File: config.mk
export PLATFORM = sky130hd
export DESIGN_NAME = mem_arbiter
export DESIGN_NICKNAME = d
export VERILOG_FILES = /design/src/rtl/mem_arbiter.sv
export SDC_FILE = /design/constraint.sdc
export NUM_CORES = 1
export LEC_CHECK = 0
export CORE_MARGIN = 2
export CORE_UTILIZATION = 40
export CTS_BUF_LIST = sky130_fd_sc_hd__clkbuf_4
export CTS_CLUSTER_SIZE = 20
export DETAILED_ROUTE_END_ITERATION = 6
export PLACE_DENSITY = 0.82
export SLEW_MARGIN = 5
export SYNTH_ARGS = -nofsm -noshare
export SYNTH_HDL_FRONTEND = slang
export SYNTH_SLANG_ARGS = --single-unit
File: constraint.sdc
create_clock -name clk -period 1.8 [get_ports clk]
set_input_delay 0.36 -clock clk [delete_from_list [all_inputs] [get_ports clk]]
set_output_delay 0.36 -clock clk [all_outputs]
set_load 0.005 [all_outputs]
File: src/rtl/mem_arbiter.sv
// mem_arbiter: round-robin arbiter between an instruction-fetch port and a
// data port, sequencing a single-port RAM through SETUP/STROBE/CAPTURE.
`timescale 1ns/1ps
module mem_arbiter #(
    parameter int DATA_WIDTH = 32,
    parameter int ADDR_SPACE = 9
) (
    input  logic                  clk,
    input  logic                  clr,
    input  logic                  i_req,
    input  logic                  d_req,
    input  logic [ADDR_SPACE-1:0] i_addr,
    input  logic [ADDR_SPACE-1:0] d_addr,
    input  logic                  d_we,
    input  logic [DATA_WIDTH-1:0] d_wdata,
    output logic                  i_ack,
    output logic                  d_ack,
    output logic [DATA_WIDTH-1:0] rdata,
    output logic                  busy,
    output logic                  grant_d,
    output logic [ADDR_SPACE-1:0] ram_addr,
    output logic [DATA_WIDTH-1:0] ram_datain,
    output logic                  ram_read,
    output logic                  ram_write,
    output logic                  ram_enable,
    input  logic [DATA_WIDTH-1:0] ram_dataout
);

    typedef enum logic [1:0] {
        IDLE    = 2'd0,
        SETUP   = 2'd1,
        STROBE  = 2'd2,
        CAPTURE = 2'd3
    } state_t;

    state_t                r_state;
    state_t                w_next;
    logic                  r_gnt_d;
    logic                  r_prio_d;
    logic                  r_we;
    logic [ADDR_SPACE-1:0] r_addr;
    logic [DATA_WIDTH-1:0] r_wdata;
    logic [DATA_WIDTH-1:0] r_rdata;
    logic                  r_iack;
    logic                  r_dack;
    logic                  r_rd;
    logic                  r_wr;
    logic                  r_en;
    logic                  w_take;
    logic                  w_win_d;
    logic                  w_we_nx;
    logic                  w_rd_nx;
    logic                  w_wr_nx;
    logic                  w_en_nx;

    // Next state and next RAM strobes; strobes are registered so they are glitch-free.
    always_comb begin
        w_take  = i_req | d_req;
        w_win_d = d_req & (~i_req | r_prio_d);
        w_next  = r_state;
        w_we_nx = r_we;
        unique case (r_state)
            IDLE: begin
                if (w_take) begin
                    w_next  = SETUP;
                    w_we_nx = w_win_d & d_we;
                end
            end
            SETUP:   w_next = STROBE;
            STROBE:  w_next = CAPTURE;
            CAPTURE: w_next = IDLE;
            default: w_next = IDLE;
        endcase
        w_en_nx = (w_next == STROBE);
        w_rd_nx = ((w_next == SETUP) | (w_next == STROBE)) & ~w_we_nx;
        w_wr_nx = ((w_next == SETUP) | (w_next == STROBE)) & w_we_nx;
    end

    // State register and registered RAM strobes.
    always_ff @(posedge clk or negedge clr) begin
        if (!clr) begin
            r_state <= IDLE;
            r_en    <= 1'b0;
            r_rd    <= 1'b0;
            r_wr    <= 1'b0;
        end else begin
            r_state <= w_next;
            r_en    <= w_en_nx;
            r_rd    <= w_rd_nx;
            r_wr    <= w_wr_nx;
        end
    end

    // Latch the winner's request and rotate priority away from it.
    always_ff @(posedge clk or negedge clr) begin
        if (!clr) begin
            r_gnt_d  <= 1'b0;
            r_prio_d <= 1'b0;
            r_we     <= 1'b0;
            r_addr   <= '0;
            r_wdata  <= '0;
        end else if (r_state == IDLE && w_take) begin
            r_gnt_d  <= w_win_d;
            r_prio_d <= ~w_win_d;
            r_we     <= w_win_d & d_we;
            r_addr   <= w_win_d ? d_addr : i_addr;
            r_wdata  <= w_win_d ? d_wdata : '0;
        end
    end

    // Ack pulse and read capture happen together at the end of CAPTURE.
    always_ff @(posedge clk or negedge clr) begin
        if (!clr) begin
            r_iack  <= 1'b0;
            r_dack  <= 1'b0;
            r_rdata <= '0;
        end else begin
            r_iack <= (r_state == CAPTURE) & ~r_gnt_d;
            r_dack <= (r_state == CAPTURE) & r_gnt_d;
            if (r_state == CAPTURE && !r_we) begin
                r_rdata <= ram_dataout;
            end
        end
    end

    assign busy       = (r_state != IDLE);
    assign grant_d    = r_gnt_d & busy;
    assign i_ack      = r_iack;
    assign d_ack      = r_dack;
    assign rdata      = r_rdata;
    assign ram_addr   = r_addr;
    assign ram_datain = r_wdata;
    assign ram_read   = r_rd;
    assign ram_write  = r_wr;
    assign ram_enable = r_en;

endmodule

==> Word-level counts from Yosys, hierarchy flattened <==
Cells that the tools add are included.
W data, S select, Z words.
{ "word_totals": {"output_inout_bits": 80, "register_bits": 83, "input_bits": 87, "word_cells": 42} }
{ "classes": {"eq_ne": 5, "mux": 6, "n_reduce_logical": 5, "n_bitwise": 14} }
{ "ops": {"columns": ["operator", "n"], "rows": [
  ["$mux W32", 1],
  ["$mux W9", 1],
  ["$pmux W2 S4", 1],
  ["$and A1 B1 Y1", 7],
  ["$eq A2 B2 Y1 const B", 3],
  ["$eq A2 B1 Y1 const B", 2],
  ["$not A1 Y1", 4],
  ["$or A1 B1 Y1", 3],
  ["$logic_and A1 B1 Y1", 2],
  ["$logic_not A2 Y1", 1],
  ["$mux W1", 2],
  ["$mux W2", 1],
  ["$reduce_bool A2 Y1", 1],
  ["$logic_not A1 Y1", 1]
]} }

==> Longest topological paths before layout <==
Gate-level depths: netlist (run 1).
{ "depth": {"word_depth": 8, "ltp_mapped": 7, "depth_no_buf": 5} }

==> Least setup slack after synthesis (run 1) <==
No wires, ideal clock.
{ "synth_path": {"kind": "register -> register", "from": "reg r_state[0]", "to": "reg r_addr[1], in the netlist ram_addr[1]", "synth_period_minus_slack_ns": 1.592, "setup_ns": 0.126, "slack_ns": 0.208, "required_time_ns": 1.674, "arrival_time_ns": 1.466, "path_buffers": 2, "stages_incl_launch_ff": 8, "path_cell_list": "dfrtp_1 > inv_1 > ha_1 > and2_4 > and2_4 > buf_6 > buf_6 > a221o_1"} }
{ "synth_between": {"elab_chain_len": 2} }
{ "synth_rtl": {"columns": ["element", "line_no", "rtl"], "rows": [
  ["start, declared", "36", "state_t r_state;"],
  ["start signal, assigned", "87", "r_state <= w_next;"],
  ["$logic_not A2 Y1", "102", "end else if (r_state == IDLE && w_take) begin"],
  ["$logic_and A1 B1 Y1", "102", null],
  ["end signal, assigned", "106", "r_addr <= w_win_d ? d_addr : i_addr;"],
  ["end, declared", "41", "logic [ADDR_SPACE-1:0] r_addr;"]
]} }
Every way passes these cells.
A chain may end at the register's enable or synchronous reset.

==> Worst setup path after layout (run 1) <==
{ "layout_path": {"from": "reg r_state[0]", "to": "out grant_d"} }
{ "layout_between": {"elab_chain_len": 2} }
{ "layout_rtl": {"columns": ["element", "line_no", "rtl"], "rows": [
  ["$reduce_bool A2 Y1", "126", "assign busy = (r_state != IDLE);"],
  ["$and A1 B1 Y1", "127", "assign grant_d = r_gnt_d & busy;"],
  ["end, declared", "20", "output logic grant_d,"]
]} }
Every way passes these cells.

==> impl_metrics.py, run 1 <==
metrics = {
    "route": {
        "drc": 0,
        "post_drt_wl_per_cell_um": 16.4,
        "vias": 2426,
        "via_per_inst": 4.98,
        "drt_first_pass_iters": 4,
        "drt_iter0_markers": 58,
        "wirelength_um": 7990,
        "ant_nets": 0,
    },
    "layout": {
        "drive_gt1_share_pct": 18.2,
        "syn2layout_area_growth_pct": 63.3,
        "num_antenna_cells": 0,
        "layout_commonest_cell": "clkdlybuf4s50_1",
        "finalNonFillerCells": 487,
        "final_cell_mix": "clkdlybuf4s50_1 (163), dfrtp_1 (83), a22o_1 (33)",
        "nets": 471,
        "postLayoutCellArea_um2": 5160,
    },
    "placement": {
        "place_area_um2": 4950,
        "io_buffers": 166,
        "dp.cells": 466,
        "place.gp.congestion": 0.737,
        "hpwl_um": 5860,
    },
    "timing": {
        "finalHoldViolations": 0,
        "period_share_pct": 94.4,
        "tightest_slew_ns": 0.450,
        "setup_tns_ns": 0,
        "final.setup_skew_ns": 0.0192,
        "slew_headroom_pct": 70.0,
        "finalCriticalPeriod_ns": 1.70,
        "max_clock_freq_mhz": 588,
        "rsz0062_at_grt": "false",
        "final_max_slew_viol_count": 0,
        "setup_violations": 0,
    },
    "worst_setup_path": {
        "reg2reg_to": "rdata[14]",
        "worstSetupPathType": "flip-flop to primary output",
        "critPathMaxFanout": 2,
        "max_stage_delay_ns": 0.42,
        "reg2reg_depth": 6,
        "regToRegSetupSlack_ns": 0.13,
        "worstReg2RegStart": "r_state[0]",
        "endpoint_kind": "primary output",
        "slowest_stage": "dfrtp_1",
        "worstPathCellList": "inv_2, ha_4, and2b_2, buf_2",
        "worstPathRequired_ns": 1.44,
        "start_kind": "flip-flop",
        "cp_data_arrival_time_ns": 1.34,
    },
    "pwr": {
        "powerDensity_nw_per_um2": 1570,
        "p_leak_uw": 0.00223,
        "ir_drop_v": 0.000608,
    },
    "outcome": {
        "status": "complete, no violations",
    },
    "yosys": {
        "synth_nets": 297,
        "synthTopCellsByArea": "dfrtp_1 (66%), mux2_2 (11%), a22o_1 (9.1%)",
        "synth_area_um2": 3160,
        "synth_cell_type_count": 28,
        "syn-instance-count": 206,
        "ys_warn_count": 0,
        "synth_top_area_share_pct": 65.7,
        "yosys.area.top_type": "dfrtp_1",
        "postSynthAreaPerCell_um2": 15.4,
        "ys_ff_latch": 83,
        "ys_seq_area_share_pct": 65.7,
    },
    "clocking": {
        "root_buffer": "clkbuf_4",
        "clkTransAtPathRegs_ns": 0.13,
        "cts_tree": "built",
        "numClockSinks": 83,
        "cts_max_path_buffers": 2,
        "cts_buffers": 9,
        "clkLatencyLatePin_ns": 0.41,
        "htreeDepth": 3,
    },
    "min_path": {
        "min-delay-path-class": "input port to async pin",
    },
    "global_route": {
        "grt_pass1_wl_um": 12300,
        "track_usage_pct": 18.6,
        "grt_max_degree": 55,
        "grt-ovfl-total": 0,
        "grt_pass1_vias": 2555,
        "antenna_found_initial": 0,
    },
    "die": {
        "io_pins": 167,
        "initial_utilization_pct": 41.1,
        "coreArea_um2": 7690,
        "rows": 32,
        "fp.dieH_um": 92.9,
        "die_w_um": 92.9,
        "dieArea_um2": 8640,
    },
    "job": {
        "cap_violations": 0,
    },
}
-- report_power, final --
part	total, uW	internal [uW]	switching (uW)
Combinational	3820	2530	1280
Clock	1180	559	616
Sequential	3100	2680	425
-- final cells by class --
| class | instances | area [um2] |
|---|---|---|
| clock inverter | 7 | 92.6 |
| timing repair buffer | 177 | 1780 |
| fill | 567 | 2520 |
| clock buffer | 9 | 67.6 |
| inverter | 3 | 11.3 |
| sequential | 83 | 2080 |
| multi-input combinational | 106 | 1010 |
| tap | 102 | 128 |
-- critical path, delay by kind of cell, from the launching register on --
family	cells	cell delay, ns
buf+inv	2	0.20
simple gates	1	0.20
flops	1	0.42
fa+ha+maj	1	0.13
-- synth_stat cells --
master / number
dfrtp_1: 83
nor4b_1: 1
o21ai_2: 1
a21boi_2: 1
buf_4: 6
nand2b_1: 1
and2_1: 1
inv_1: 3
buf_2: 1
a32o_1: 1
nand2_1: 1
a21oi_2: 1
ha_1: 4
nor2_1: 2
o21ai_0: 1
nor2b_1: 2
and3_1: 9
mux2_2: 30
buf_6: 2
a22o_1: 33
and2b_2: 1
and2_2: 1
a21o_1: 1
a221o_1: 9
and2_4: 2
clkbuf_1: 5
mux2_1: 2
or3_2: 1
-- registers in the layout, indices dropped and copies added, names as in the netlist, 2 cells and up --
signal      cells
rdata          32
ram_datain     32
ram_addr        9
r_state         2
-- metrics by stage --
step	hold WS (ns)	setup WS [ns]	util (%)	total power, uW
global placement	0.306	-0.00491	64.4	6770
detailed placement	0.318	-0.0654	64.4	6910
CTS	0.407	0.0377	67.2	8210
finish	0.413	0.100	67.2	8090
floorplan	0.0644	0.208	-	4710
global route	0.422	0.0152	67.2	8610
-- logic make-up after synthesis --
| group | Yosys count | synth area share (%) |
|---|---|---|
| simple gates | 22 | 4.51 |
| fa+ha+maj | 4 | 1.58 |
| flops | 83 | 65.7 |
| buf+inv | 17 | 3.24 |
| mux | 32 | 11.4 |
| compound gates | 48 | 13.6 |
-- worst max-delay path by stage --
| stage | startpoint | endpoint | slack [ns] |
|---|---|---|---|
| 2_1_floorplan | r_state[0] | ram_addr[1] | 0.21 |
| 3_3_place_gp | i_req | ram_write | -0.005 |
| 3_5_place_dp | i_req | ram_write | -0.07 |
| 4_1_cts | r_state[1] | busy | 0.04 |
| 5_1_grt | r_state[1] | grant_d | 0.02 |
| 6_report | r_state[0] | grant_d | 0.10 |
-- timing repair --
action / CTS / global route
buffers inserted: 4 / 0
pin swaps: 1 / 0
gates cloned: 0 / 0
gates resized for setup: 11 / 2
hold buffers: 1 / 0
setup endpoints to repair: 2 / 2
hold endpoints to repair: 29 / 0
-- per-layer routing --
metal	up-vias	GRT usage [%]	routed length, um
met5	-	0	0
met4	0	7.72	127
met1	1180	22.4	3300
met2	121	30.7	3840
li1	1115	-	-
met3	10	5.86	728
Power figures use the tool's default switching activity.
==> run 2: changes to the inputs <==
Settings changed: CAP_MARGIN set to 20.
==> results of run 2 <==
No change in the layout: final DEF, timing and power equal those of run 1.
==> run 3: changes to the inputs <==
Settings changed: PLACE_DENSITY 0.82 to 0.87.
==> impl_metrics.py, run 3 (synthesis gave the netlist of run 1 again) <==
metrics = {
    "clocking": {
        "numClockSinks": 83,
        "clkLatencyLatePin_ns": 0.43,
        "cts_max_path_buffers": 2,
        "root_buffer": "clkbuf_4",
        "cts_tree": "built",
        "htreeDepth": 3,
        "cts_buffers": 9,
        "clkTransAtPathRegs_ns": 0.13,
    },
    "global_route": {
        "track_usage_pct": 17.8,
        "grt_pass1_vias": 2456,
        "grt_max_degree": 43,
        "antenna_found_initial": 0,
        "grt_pass1_wl_um": 11900,
        "grt-ovfl-total": 0,
    },
    "min_path": {
        "min-delay-path-class": "input port to async pin",
    },
    "timing": {
        "period_share_pct": 97.3,
        "final.setup_skew_ns": 0.0136,
        "hold_ws_ns": 0.416,
        "final_max_slew_viol_count": 0,
        "slew_headroom_pct": 66.0,
        "rsz0062_at_grt": "true",
        "setup_violations": 0,
        "finalHoldViolations": 0,
        "max_clock_freq_mhz": 571,
        "tightest_slew_ns": 0.507,
        "finalCriticalPeriod_ns": 1.75,
        "worst_slack_ns": 0.0493,
    },
    "worst_setup_path": {
        "cp_data_arrival_time_ns": 1.39,
        "worstSetupPathType": "flip-flop to primary output",
        "worstReg2RegStart": "r_state[0]",
        "endpoint_kind": "primary output",
        "critPathMaxFanout": 2,
        "worstPathRequired_ns": 1.44,
        "reg2reg_depth": 7,
        "reg2reg_to": "ram_addr[0]",
        "regToRegSetupSlack_ns": 0.10,
        "start_kind": "flip-flop",
    },
    "layout": {
        "final_cell_mix": "clkdlybuf4s50_1 (163), dfrtp_1 (83), a22o_1 (33)",
        "num_antenna_cells": 0,
        "seqCellArea_um2": 2080,
        "layout_commonest_cell": "clkdlybuf4s50_1",
        "n_fill_cell": 564,
        "syn2layout_area_growth_pct": 63.7,
        "multiInputGateArea_um2": 1010,
        "nets": 472,
        "finalCoreUtilization_pct": 67.4,
        "drive_gt1_share_pct": 18.7,
    },
    "placement": {
        "hpwl_um": 5600,
        "pre_cts_ws_ns": -0.0527,
        "place.gp.congestion": 0.690,
        "io_buffers": 166,
    },
    "die": {
        "rows": 32,
        "die_w_um": 92.9,
        "coreArea_um2": 7690,
        "io_pins": 167,
        "fp.dieH_um": 92.9,
        "dieArea_um2": 8640,
        "initial_utilization_pct": 41.1,
    },
    "pwr": {
        "swShare_pct": 28.9,
        "p_int_uw": 5800,
        "p_sw_uw": 2350,
        "p_leak_uw": 0.00224,
        "ir_drop_v": 0.000726,
        "powerDensity_nw_per_um2": 1570,
        "seq_power_share_pct": 38.2,
        "clock_power_share_pct": 15.0,
        "comb_power_share_pct": 46.8,
    },
    "route": {
        "drt_iter0_markers": 57,
        "wirelength_um": 7640,
        "via_per_inst": 4.85,
        "drc": 0,
        "drt_first_pass_iters": 4,
        "post_drt_wl_per_cell_um": 15.6,
        "ant_nets": 0,
        "vias": 2367,
    },
    "job": {
        "cap_violations": 0,
    },
    "outcome": {
        "status": "complete, no violations",
    },
}
[run 3: changes by cell type in the layout (fill, tap and decap cells not counted)]
| cell | change |
|---|---|
| clkinv_1 | -2 |
| clkinv_4 | -2 |
| nor4b_2 | -1 |
| buf_6 | +1 |
| nor4b_1 | +1 |
| buf_2 | -1 |
| inv_6 | +2 |
| buf_4 | +1 |
| clkinvlp_4 | +2 |
[run 3: how the worst max path moves through the flow]
| stage | start | end | slack [ns] | cells past startpoint |
|---|---|---|---|---|
| 2_1_floorplan | r_state[0] | ram_addr[1] | 0.21 | 7 |
| 3_3_place_gp | i_req | ram_read | -0.01 | 4 |
| 3_5_place_dp | d_req | ram_addr[1] | -0.05 | 4 |
| 4_1_cts | r_state[1] | busy | 0.02 | 5 |
| 5_1_grt | r_state[1] | grant_d | -0.02 | 4 |
| 6_report | r_state[0] | grant_d | 0.05 | 4 |
[run 3: layer usage]
| layer | wire length, um | vias up | GRT usage, % |
|---|---|---|---|
| li1 | - | 1108 | - |
| met1 | 3270 | 1112 | 23.3 |
| met5 | 0 | - | 0 |
| met2 | 3490 | 131 | 27.2 |
| met3 | 697 | 16 | 5.86 |
| met4 | 179 | 0 | 7.72 |
[run 3: cell type report]
| class | instances | share of cell area, % |
|---|---|---|
| Clock inverter | 7 | 1.93 |
| Clock buffer | 9 | 1.30 |
| Sequential cell | 83 | 40.1 |
| Tap cell | 102 | 2.46 |
| Inverter | 3 | 0.217 |
| Multi-Input combinational cell | 106 | 19.4 |
| Timing Repair Buffer | 178 | 34.5 |
[run 3: worst max-delay path, stage by stage (launching register included)]
cell and delay (ns):
dfrtp_1 0.41, inv_2 0.08, ha_4 0.14, and2b_2 0.21
buf_6 0.11
[run 3: metrics by stage]
stage                     setup TNS, ns  total power (uW)  std cells  instance area, um2
after floorplan                       0              4710        206                3160
after global placement          -0.0205              6750        466                4950
after detailed placement          -1.11              6880        466                4950
after CTS                             0              8200        486                5160
after global routing            -0.0223              8660        488                5180
final                                 0              8150        488                5180
[run 3: repair_timing]
action                                 4_1_cts  5_1_grt
endpoints found under the hold margin       34        0
hold buffers                                 1        0
gates resized for setup                     11        2
setup endpoints to repair                    2        2
pin swaps                                    1        1
setup buffers                                3        2
[run 3: power groups by stage]
stage | clock network [uW] | logic (uW) | registers (uW)
after floorplan | 0 | 1540 | 3170
after global placement | 0 | 3620 | 3130
after detailed placement | 0 | 3740 | 3140
after CTS | 1270 | 3810 | 3120
after global routing | 1350 | 4110 | 3200
final | 1220 | 3820 | 3110
